### src/rtl/comparador_temp_histeresis_if.sv
// Sample-in / classification-out bundle between the sensor scaling stage
// and the temperature classifier.
interface comparador_temp_histeresis_if #(
    parameter int ANCHO     = 11,
    parameter int ANCHO_CNT = 8
);
    logic                    temp_valida;
    logic signed [ANCHO-1:0] temp_entrada;
    logic [1:0]              estado;
    logic                    fuera_rango;
    logic                    alarma;
    logic                    cambio;
    logic [ANCHO_CNT-1:0]    num_alarmas;

    modport master (
        output temp_valida, temp_entrada,
        input  estado, fuera_rango, alarma, cambio, num_alarmas
    );

    modport slave (
        input  temp_valida, temp_entrada,
        output estado, fuera_rango, alarma, cambio, num_alarmas
    );
endinterface

### src/rtl/comparador_temp_histeresis.sv
// Debounced temperature classifier with hysteresis and a saturating alarm counter.
// state    | meaning
// NORMAL   | temperature inside [TEMP_BAJO, TEMP_ALTO] (with return hysteresis)
// FRIO     | temperature confirmed below TEMP_BAJO
// CALIENTE | temperature confirmed above TEMP_ALTO
module comparador_temp_histeresis #(
    parameter int ANCHO      = 11,
    parameter int TEMP_BAJO  = 180,
    parameter int TEMP_ALTO  = 259,
    parameter int HIST       = 5,
    parameter int N_MUESTRAS = 4,
    parameter int ANCHO_CNT  = 8
) (
    input logic clk,
    input logic rst,
    comparador_temp_histeresis_if.slave bus
);
    localparam int CW = (N_MUESTRAS < 1) ? 1 : $clog2(N_MUESTRAS + 1);

    // Thresholds widened by one bit so the +/-HIST offsets cannot wrap.
    localparam logic signed [ANCHO:0] BAJO      = (ANCHO+1)'(TEMP_BAJO);
    localparam logic signed [ANCHO:0] ALTO      = (ANCHO+1)'(TEMP_ALTO);
    localparam logic signed [ANCHO:0] BAJO_HIST = (ANCHO+1)'(TEMP_BAJO + HIST);
    localparam logic signed [ANCHO:0] ALTO_HIST = (ANCHO+1)'(TEMP_ALTO - HIST);
    localparam logic [CW-1:0]         N_CW      = CW'(N_MUESTRAS);
    localparam logic [ANCHO_CNT-1:0]  CNT_MAX   = '1;

    typedef enum logic [1:0] {
        NORMAL   = 2'b00,
        FRIO     = 2'b01,
        CALIENTE = 2'b10
    } estado_t;

    estado_t              estado_q, estado_d;
    estado_t              candidato_q, candidato_d;
    estado_t              obj;
    logic [CW-1:0]        cuenta_q, cuenta_d;
    logic [CW-1:0]        cuenta_inc;
    logic                 fuera_rango_q, fuera_rango_d;
    logic                 alarma_q, alarma_d;
    logic                 cambio_q, cambio_d;
    logic [ANCHO_CNT-1:0] num_alarmas_q, num_alarmas_d;
    logic signed [ANCHO:0] temp_ext;
    logic                 tomar;

    assign temp_ext   = {bus.temp_entrada[ANCHO-1], bus.temp_entrada};
    assign cuenta_inc = cuenta_q + 1'b1;

    always_ff @(posedge clk) begin
        if (rst) begin
            estado_q      <= NORMAL;
            candidato_q   <= NORMAL;
            cuenta_q      <= '0;
            fuera_rango_q <= 1'b0;
            alarma_q      <= 1'b0;
            cambio_q      <= 1'b0;
            num_alarmas_q <= '0;
        end else begin
            estado_q      <= estado_d;
            candidato_q   <= candidato_d;
            cuenta_q      <= cuenta_d;
            fuera_rango_q <= fuera_rango_d;
            alarma_q      <= alarma_d;
            cambio_q      <= cambio_d;
            num_alarmas_q <= num_alarmas_d;
        end
    end

    always_comb begin
        obj = estado_q;
        unique case (estado_q)
            NORMAL: begin
                if (temp_ext < BAJO)      obj = FRIO;
                else if (temp_ext > ALTO) obj = CALIENTE;
                else                      obj = NORMAL;
            end
            FRIO: begin
                if (temp_ext > ALTO)            obj = CALIENTE;
                else if (temp_ext >= BAJO_HIST) obj = NORMAL;
                else                            obj = FRIO;
            end
            CALIENTE: begin
                if (temp_ext < BAJO)            obj = FRIO;
                else if (temp_ext <= ALTO_HIST) obj = NORMAL;
                else                            obj = CALIENTE;
            end
            default: obj = NORMAL;
        endcase
    end

    always_comb begin
        estado_d      = estado_q;
        candidato_d   = candidato_q;
        cuenta_d      = cuenta_q;
        alarma_d      = 1'b0;
        cambio_d      = 1'b0;
        num_alarmas_d = num_alarmas_q;
        tomar         = 1'b0;

        if (bus.temp_valida) begin
            if (obj == estado_q) begin
                cuenta_d = '0;
            end else if (obj == candidato_q) begin
                if (cuenta_inc == N_CW) tomar = 1'b1;
                else                    cuenta_d = cuenta_inc;
            end else begin
                candidato_d = obj;
                if (N_MUESTRAS == 1) tomar = 1'b1;
                else                 cuenta_d = CW'(1);
            end
        end

        if (tomar) begin
            estado_d = obj;
            cuenta_d = '0;
            cambio_d = 1'b1;
            // Any entry into an out-of-range class counts, including CALIENTE<->FRIO.
            if (obj != NORMAL) begin
                alarma_d = 1'b1;
                if (num_alarmas_q != CNT_MAX) num_alarmas_d = num_alarmas_q + 1'b1;
            end
        end

        fuera_rango_d = (estado_d != NORMAL);
    end

    assign bus.estado      = estado_q;
    assign bus.fuera_rango = fuera_rango_q;
    assign bus.alarma      = alarma_q;
    assign bus.cambio      = cambio_q;
    assign bus.num_alarmas = num_alarmas_q;
endmodule

### src/flat_wrapper.sv
// flat-port wrapper written by rule: the top's interface ports become plain ports
module comparador_temp_histeresis_flat 
#(
    parameter int ANCHO      = 11,
    parameter int TEMP_BAJO  = 180,
    parameter int TEMP_ALTO  = 259,
    parameter int HIST       = 5,
    parameter int N_MUESTRAS = 4,
    parameter int ANCHO_CNT  = 8
)
  (clk, rst, bus_temp_valida, bus_temp_entrada, bus_estado, bus_fuera_rango, bus_alarma, bus_cambio, bus_num_alarmas);
  comparador_temp_histeresis_if #(.ANCHO(ANCHO), .ANCHO_CNT(ANCHO_CNT)) bus_i ();
  input logic clk;
  input logic rst;
  input wire logic [$bits(bus_i.temp_valida)-1:0] bus_temp_valida;
  input wire logic [$bits(bus_i.temp_entrada)-1:0] bus_temp_entrada;
  output wire logic [$bits(bus_i.estado)-1:0] bus_estado;
  output wire logic [$bits(bus_i.fuera_rango)-1:0] bus_fuera_rango;
  output wire logic [$bits(bus_i.alarma)-1:0] bus_alarma;
  output wire logic [$bits(bus_i.cambio)-1:0] bus_cambio;
  output wire logic [$bits(bus_i.num_alarmas)-1:0] bus_num_alarmas;
  assign bus_i.temp_valida = bus_temp_valida;
  assign bus_i.temp_entrada = bus_temp_entrada;
  assign bus_estado = bus_i.estado;
  assign bus_fuera_rango = bus_i.fuera_rango;
  assign bus_alarma = bus_i.alarma;
  assign bus_cambio = bus_i.cambio;
  assign bus_num_alarmas = bus_i.num_alarmas;
  comparador_temp_histeresis #(.ANCHO(ANCHO), .TEMP_BAJO(TEMP_BAJO), .TEMP_ALTO(TEMP_ALTO), .HIST(HIST), .N_MUESTRAS(N_MUESTRAS), .ANCHO_CNT(ANCHO_CNT)) u_core (.clk(clk), .rst(rst), .bus(bus_i));
endmodule
### config.mk
export PLATFORM = sky130hd
export DESIGN_NAME = comparador_temp_histeresis_flat
export DESIGN_NICKNAME = d
export VERILOG_FILES = /design/src/rtl/comparador_temp_histeresis_if.sv /design/src/rtl/comparador_temp_histeresis.sv /design/src/flat_wrapper.sv
export SDC_FILE = /design/constraint.sdc
export NUM_CORES = 1
export LEC_CHECK = 0
export CORE_ASPECT_RATIO = 0.8
export CORE_MARGIN = 4
export CORE_UTILIZATION = 42
export CTS_CLUSTER_DIAMETER = 120
export CTS_CLUSTER_SIZE = 10
export DETAILED_ROUTE_END_ITERATION = 10
export PLACE_DENSITY = 0.74
export REMOVE_ABC_BUFFERS = 1
export SKIP_LAST_GASP = 1
export SLEW_MARGIN = 40
export SYNTH_ARGS = -nofsm -noshare
export SYNTH_HDL_FRONTEND = slang
export SYNTH_SLANG_ARGS = --single-unit
### constraint.sdc
create_clock -name clk -period 2.3 [get_ports clk]
set_input_delay 0.345 -clock clk [delete_from_list [all_inputs] [get_ports clk]]
set_output_delay 0.345 -clock clk [all_outputs]
set_load 0.01 [all_outputs]
---- Word-level counts from Yosys, hierarchy flattened ----
Index checks and enable logic that the tools add are counted.
storage, ports and cells
  bits in registers ....................... 18
  output and inout port bits .............. 13
  logic and storage cells ................. 48
cells by class
  add/subtract/negate cells ............... 2
  $lt $le $gt $ge ......................... 4
  equality and inequality tests ........... 7
  mux-type cells .......................... 17
  bitwise gates (word level) .............. 3
  reduce and logical (&&, ||, !) cells .... 8
operators with widths
  operator                                                             number
  2-to-1 mux 2 bit                                                     6
  greater-or-equal comparator 11 x 9 -> 1 bit (second input constant)  1
  > comparator 11 x 10 -> 1 bit (second input constant)                1
  <= comparator 11 x 9 -> 1 bit (second input constant)                1
  less-than comparator 11 x 9 -> 1 bit (second input constant)         1
  2-to-1 mux 3 bit                                                     3
  adder 8 x 1 -> 8 bit (second input constant)                         1
  != test 8 bit (second input constant)                                1
  2-to-1 mux 1 bit                                                     7
  case mux 2 bit (3 select lines)                                      1
  AND reduction 3 bit                                                  2
  equality test 2 bit                                                  2
  nonzero test 2 bit                                                   2
  OR reduction 2 bit                                                   2
  adder 3 x 1 -> 3 bit (second input constant)                         1
  equality test 3 bit (second input constant)                          1
  != test 3 x 2 -> 1 bit (second input constant)                       1
  NOT 1 bit                                                            3
  equality test 2 x 1 -> 1 bit (second input constant)                 1
  equality test 2 bit (second input constant)                          1
  logical NOT 2 bit                                                    1
  AND reduction 2 bit                                                  1

---- Longest topological paths before layout ----
Gate-level depths: netlist (run 1).
  word-level depth ........................ 10
  gate-level depth with buffers ........... 9

---- Least setup slack after synthesis (run 1) ----
No wires, ideal clock.
  kind .................................... input -> register
  from .................................... input port bus_temp_entrada[7]
  to ...................................... register u_core.num_alarmas_q[3], in the netlist u_core.bus.num_alarmas[3]
  library setup time ...................... 70 ps
  data arrival time ....................... 2129 ps
  path slack .............................. 100 ps
  cell stages on the path ................. 8
  buffers on the path ..................... 1
  cells stage by stage .................... nand4_1 > or4_1 > o211a_2 > xnor2_2 > nand4bb_1 > buf_2 > or4_1 > a21oi_1
on the way
  longest elaborated chain between the ends .. 9
ends and longest elaborated chain
  item                                                                 line                                                                                                  text
  start: declaration                                                   flat_wrapper.sv:16                                                                                    input wire logic [$bits(bus_i.temp_entrada)-1:0] bus_temp_entrada;
  greater-or-equal comparator 11 x 9 -> 1 bit (tied with other cells)  comparador_temp_histeresis.sv:79                                                                      else if (temp_ext >= BAJO_HIST) obj = NORMAL;
  2-to-1 mux 1 bit (tied with other cells)                             comparador_temp_histeresis.sv:79
  2-to-1 mux 2 bit (on tied branches)                                  comparador_temp_histeresis.sv:78, comparador_temp_histeresis.sv:83, comparador_temp_histeresis.sv:73
  case mux 2 bit (3 select lines) *                                    comparador_temp_histeresis.sv:71                                                                      unique case (estado_q)
  equality test 2 bit                                                  comparador_temp_histeresis.sv:103                                                                     end else if (obj == candidato_q) begin
  2-to-1 mux 1 bit                                                     comparador_temp_histeresis.sv:103
  2-to-1 mux 1 bit                                                     comparador_temp_histeresis.sv:101                                                                     if (obj == estado_q) begin
  2-to-1 mux 1 bit                                                     comparador_temp_histeresis.sv:100                                                                     if (bus.temp_valida) begin
  AND reduction 3 bit (no source line) *                               -
  end signal: assignment                                               comparador_temp_histeresis.sv:65                                                                      num_alarmas_q <= num_alarmas_d;
  end: declaration                                                     comparador_temp_histeresis.sv:42                                                                      logic [ANCHO_CNT-1:0] num_alarmas_q, num_alarmas_d;
Every way passes the cells marked *; elsewhere a longest branch is shown, timed or not.
A chain may end at the register's enable or synchronous reset.

---- Worst setup path in the final report (run 1) ----
  from .................................... input port bus_temp_entrada[7]
  to ...................................... register u_core.num_alarmas_q[7], in the netlist u_core.bus.num_alarmas[7]
The elaborated chain is that of the path after synthesis.

==> out/results.tsv, run 1 <==
metric	value	unit
drt_iter0_markers	51	
die_area	3237	sq um
routedWlPerCell	15.44	um
grt_overflow_total	0	
viasPerCell	5.809	
max_freq	436.4	MHz
critPathBufInv	2	
reg2reg_slack	0.03	ns
final_common_cell	buf_4	
clock_sinks	18	
cp-end-kind	register	
cts-buffers-inserted	3	
yosys_register_bits	18	
hold_path.class	reg2reg	
die-width	62.62	um
synthArstFlopShare	0	%
grt_pass1_vias	1113	
synth-warning-count	0	
skew	0.003751	ns
path_class	in2reg	
layout_min_cycle_time	2.291	ns
vias	1092	
layout.cells.non_filler	188	
postSynthAreaPerCell	8.493	sq um
use_met3	6.263	%
leakage	0.0005715	uW
power.total	624.3	uW
rsz0062_at_grt	yes	
cts_tree	yes	
met2_usage	30.97	%
slowest_stage	or4_4	
dpl.hpwl	2002	um
ctsHoldBuffers	0	
antenna_found_initial	0	
synth_ff_type	dfxtp_1	
clock_latency	0.30	ns
post-route-period-util	99.62	%
worstPathCellList	clkbuf_2 > nand4_1 > or4_4 > o211a_4 > xnor2_2 > nand4bb_1 > buf_6 > or4b_1 > a21oi_1	
synthCells	118	
relSlewSlack	70.19	%
final_cell_mix	buf_4, dfxtp_1, clkdlybuf4s50_1	
crit_fanout	6	
drv_slew	0	
drv_cap	0	
drt-pass1-iter-count	4	
cts-root-buf	clkbuf_4	
synth_cell_types	39	
placed_cells	179	
synth_edf_count	0	
placementRows	15	
fin_util	68.25	%
io_pins	27	
postRouteAntennaNets	0	
max-clock-path-buffers	2	
drc	0	
p_per_area	413.0	nW/um^2
path_delay_family	simple AND/OR/NAND/NOR gates	
routed_wirelength	2902	um
place_congestion	0.7713	
dieHeight	51.69	um
finalSetupViolCount	0	
required	2.54	ns
outcome	finished clean	
htreeDepth	1	
whs	0.4763	ns
nets	181	
initial_utilization	45.25	%
area_growth	50.81	%
antennaDiodeCount	0	
finalHoldViolations	0	
use_met1	23.94	%
syn_area	1002	sq um
drive_above_1_share	30.67	%
dpl_cell_area	1384	sq um
start_kind	primary input	
crit_arrival	2.53	ns
tightest_slew	0.4457	ns
finalInstanceArea	1511	sq um
grt_pass1_wl	4947	um
portBuffers	26	
vdd_ir_drop_max	257.4	uV
grtUsageTotal	19.36	%
top_usage_layer	met2	
core	2215	sq um
max_stage_delay	0.56	ns
cts.clk_slew.worst_paths	0.11	ns
synth_seq_area_share	35.96	%
grt_max_degree	12	
-- cells by family (layout without fill, tap and decap cells) --
group / count (synthesis) / after routing / synth area share, %
simple gates: 49 / 49 / 27.96
compound gates: 31 / 31 / 21.23
flops: 18 / 18 / 35.96
buf+inv: 11 / 56 / 4.494
mux: 4 / 4 / 4.120
fa+ha+maj: 3 / 3 / 3.746
xor+xnor: 2 / 2 / 2.497
-- sequential cells by signal, summed over array words and instances (netlist names) --
signal                  flops
u_core.bus.estado           2
u_core.bus.alarma           1
u_core.bus.cambio           1
u_core.cuenta_q             3
u_core.bus.fuera_rango      1
u_core.candidato_q          2
u_core.bus.num_alarmas      8
-- worst reg2reg max path, stage by stage (launching register included) --
cell and delay (ns):
dfxtp_4 0.38, o41a_1 0.41, o211a_4 0.26, xnor2_2 0.14, nand4bb_1 0.18, buf_6 0.18, or4b_1 0.51, a21oi_1 0.14
-- routing by layer --
layer  wire length, um  vias to the layer above
met4                31                        0
met2              1441                       41
met1              1275                      515
li1                  -                      530
met5                 0                        -
met3               154                        6
-- cell usage after synthesis (4+ instances only) --
library cell,instances,area share [%]
dfxtp_1,18,36
nor2_1,11,4.1
a21oi_1,10,5.0
inv_1,6,2.2
or4_1,6,4.5
nand2b_1,5,3.1
nand3_1,5,2.5
nand2_1,4,1.5
o21ai_0,4,2.0
o31ai_1,4,3.0
-- stage by stage --
stage / TNS (ns) / setup slack [ns]
after global placement: -5.595 / -0.4898
after CTS: 0 / 0.005742
final: 0 / 0.008657
after global routing: -0.04593 / -0.04593
after floorplan: -1.284 / -0.2201
after detailed placement: -7.485 / -0.6145
-- power by group --
part | total, uW | internal (uW) | switching, uW | leakage, uW
clock network | 203 | 96.7 | 106 | 0.0000210
logic | 104 | 54.2 | 49.5 | 0.000404
registers | 318 | 315 | 3.39 | 0.000146
-- final timing paths --
path	startpoint	end	depth (start not counted)
worst min register to register	u_core.cuenta_q[2]	u_core.cuenta_q[2]	2
worst max-delay path	bus_temp_entrada[7]	u_core.bus.num_alarmas[7]	9
worst min-delay path	u_core.cuenta_q[2]	u_core.cuenta_q[2]	2
worst max register to register	u_core.bus.estado[0]	u_core.bus.num_alarmas[7]	7
-- final cells by class --
cell class	count	area [sq um]
fillers	177	703.2
clock buffers	4	36.28
well taps	25	31.28
inverters	6	22.52
flip-flops and latches	18	364.1
multi-input cells	89	664.4
repair buffers	46	392.9
-- timing repair --
action | CTS | global route
endpoints found under the setup margin | 14 | 13
pin swaps | 6 | 8
setup buffers | 3 | 1
gates cloned | 1 | 0
gates resized for setup | 17 | 23
Power figures use the tool's default switching activity.
==> run 2: changes to the inputs <==
--- a/config.mk
+++ b/config.mk
@@ -8,13 +8,14 @@
 export CORE_ASPECT_RATIO = 0.8
 export CORE_MARGIN = 4
 export CORE_UTILIZATION = 42
-export CTS_CLUSTER_DIAMETER = 120
+export CTS_CLUSTER_DIAMETER = 150
 export CTS_CLUSTER_SIZE = 10
 export DETAILED_ROUTE_END_ITERATION = 10
 export PLACE_DENSITY = 0.74
 export REMOVE_ABC_BUFFERS = 1
+export SETUP_SLACK_MARGIN = 0.02
 export SKIP_LAST_GASP = 1
-export SLEW_MARGIN = 40
+export SLEW_MARGIN = 20
 export SYNTH_ARGS = -nofsm -noshare
 export SYNTH_HDL_FRONTEND = slang
 export SYNTH_SLANG_ARGS = --single-unit
==> out/results.tsv, run 2 (synthesized netlist as in run 1, its figures left out) <==
metric	value	unit	change
holdCritStartpoint	u_core.cuenta_q[2]		unchanged
dpl_cell_area	1384	sq um	unchanged
reg2reg_slack	0.08	ns	was 0.03 ns
area_growth	51.19	%	was 50.81%
antennaDiodeCount	0		unchanged
power.total	624.1	uW	was 624.3 uW
grt_overflow_total	0		unchanged
relSlewSlack	71.74	%	was 70.19%
drt-pass1-iter-count	5		was 4
hold_path.class	reg2reg		unchanged
drv_slew	0		unchanged
routedWlPerCell	15.12	um	was 15.44 um
cts.clk_slew.worst_paths	0.11	ns	about the same
p_per_area	411.9	nW/um^2	was 413.0 nW/um^2
tightest_slew	0.4225	ns	was 0.4457 ns
required	2.54	ns	about the same
drive_above_1_share	31.29	%	was 30.67%
vias	1092		unchanged
layout_min_cycle_time	2.223	ns	was 2.291 ns
path_delay_family	simple AND/OR/NAND/NOR gates		unchanged
path_class	in2reg		unchanged
timing.rr.end	u_core.bus.num_alarmas[7]		unchanged
cts-root-buf	clkbuf_4		unchanged
nets	181		unchanged
grt_pass1_vias	1102		was 1113
slowest_stage	or4_4		unchanged
pre_cts_slack	-0.6145	ns	unchanged
reg2regPathDepth	7		unchanged
reg2reg_from	u_core.bus.estado[0]		unchanged
setup_tns	0	ns	unchanged
crit_arrival	2.47	ns	was 2.53 ns
crit_fanout	6		unchanged
vdd_ir_drop_max	257.7	uV	was 257.4 uV
antenna_found_initial	0		unchanged
finalHoldViolations	0		unchanged
io_pins	27		unchanged
grtUsageTotal	19.22	%	was 19.36%
skew	0.005982	ns	was 0.003751 ns
rsz0062_at_grt	yes		unchanged
dpl.hpwl	2002	um	unchanged
switching_power	158.8	uW	was 158.7 uW
clock_sinks	18		unchanged
dieHeight	51.69	um	unchanged
worstPathCellList	dlygate4sd2_1 > nor3_1 > or4_4 > o211a_4 > xnor2_2 > nand4bb_1 > buf_6 > or4b_1 > a21oi_1		was clkbuf_2 > nand4_1 > or4_4 > o211a_4 > xnor2_2 > nand4bb_1 > buf_6 > or4b_1 > a21oi_1
combPwrFrac	16.5	%	was 16.6%
cts-buffers-inserted	3		unchanged
grt_pass1_wl	4899	um	was 4947 um
initial_utilization	45.25	%	unchanged
cp-end-kind	register		unchanged
ctsHoldBuffers	0		unchanged
final_cell_mix	buf_4, dfxtp_1, clkdlybuf4s50_1		unchanged
max_stage_delay	0.49	ns	was 0.56 ns
cts_tree	yes		unchanged
largest_reg_flops	8		unchanged
postRouteAntennaNets	0		unchanged
finalInstanceArea	1515	sq um	was 1511 sq um
post-route-period-util	96.63	%	was 99.62%
max-clock-path-buffers	2		unchanged
finalSetupViolCount	0		unchanged
start_kind	primary input		unchanged
p_int	465.3	uW	was 465.6 uW
die-width	62.62	um	unchanged
placementRows	15		unchanged
drv_cap	0		unchanged
critPathBufInv	2		unchanged
whs	0.4765	ns	was 0.4763 ns
outcome	finished clean		unchanged
place_congestion	0.7713		unchanged
htreeDepth	1		unchanged
routed_wirelength	2842	um	was 2902 um
grt_max_degree	12		unchanged
fillCellCount	176		was 177
clock_power_share	32.5	%	was 32.4%
sequentialPowerShare	51.0	%	was 50.9%
worstHoldPathCells	2		unchanged
drc	0		unchanged
max_freq	449.9	MHz	was 436.4 MHz
portBuffers	26		unchanged
swShare	25.45	%	was 25.42%
die_area	3237	sq um	unchanged
clock_latency	0.31	ns	was 0.30 ns
core	2215	sq um	unchanged
final_common_cell	buf_4		unchanged
setup_ws	0.07747	ns	was 0.008657 ns
leakage	0.0005714	uW	was 0.0005715 uW
min_to	u_core.cuenta_q[2]		unchanged
drt_iter0_markers	43		was 51
viasPerCell	5.809		unchanged
[run 2: worst max path at each step]
stage | startpoint | endpoint | slack (ns) | depth (start not counted)
4_1_cts | bus_temp_entrada[9] | u_core.bus.num_alarmas[3] | 0.02 | 9
2_1_floorplan | bus_temp_entrada[7] | u_core.bus.num_alarmas[6] | -0.22 | 7
3_5_place_dp | bus_temp_entrada[7] | u_core.bus.num_alarmas[6] | -0.61 | 9
5_1_grt | u_core.bus.estado[0] | u_core.bus.num_alarmas[7] | 0.002 | 8
6_report | bus_temp_entrada[2] | u_core.bus.num_alarmas[7] | 0.08 | 9
3_3_place_gp | bus_temp_entrada[7] | u_core.bus.num_alarmas[5] | -0.49 | 9
[run 2: power by group through the flow]
stage | logic [uW] | registers [uW] | clock network (uW)
floorplan | 39.1 | 326 | 0
global placement | 94.9 | 326 | 0
detailed placement | 97.6 | 326 | 0
CTS | 101 | 318 | 204
global route | 111 | 319 | 225
finish | 103 | 318 | 203
[run 2: final cells by class]
cell class / count / area [sq um] / area share (%)
clock buffers: 4 / 36.28 / 2.395
repair buffers: 46 / 392.9 / 25.93
well taps: 25 / 31.28 / 2.064
inverters: 6 / 22.52 / 1.486
multi-input cells: 89 / 668.1 / 44.10
flip-flops and latches: 18 / 364.1 / 24.03
[run 2: tightest hold or removal path: stages (launching register included)]
cell,delay [ns]
dfxtp_1,0.33
nand2b_1,0.06
a21oi_1,0.05
[run 2: per-layer routing]
| layer | up-vias | part of all wire (%) | GRT usage [%] |
|---|---|---|---|
| met5 | - | 0 | 0 |
| met2 | 35 | 49 | 31.33 |
| met1 | 519 | 44 | 23.71 |
| met3 | 7 | 5.5 | 6.263 |
| met4 | 0 | 1.8 | 7.692 |
| li1 | 531 | - | - |
[run 2: timing repair]
| item | CTS | global route |
|---|---|---|
| cloned | 1 | 0 |
| buffers inserted | 3 | 1 |
| pin swaps | 8 | 8 |
| endpoints found under the setup margin | 14 | 13 |
| gates resized for setup | 19 | 22 |
[run 2: through the flow]
| step | cells | utilization [%] |
|---|---|---|
| global placement | 179 | 62.49 |
| global route | 188 | 68.42 |
| finish | 188 | 68.42 |
| detailed placement | 179 | 62.49 |
| floorplan | 113 | - |
| CTS | 187 | 67.06 |
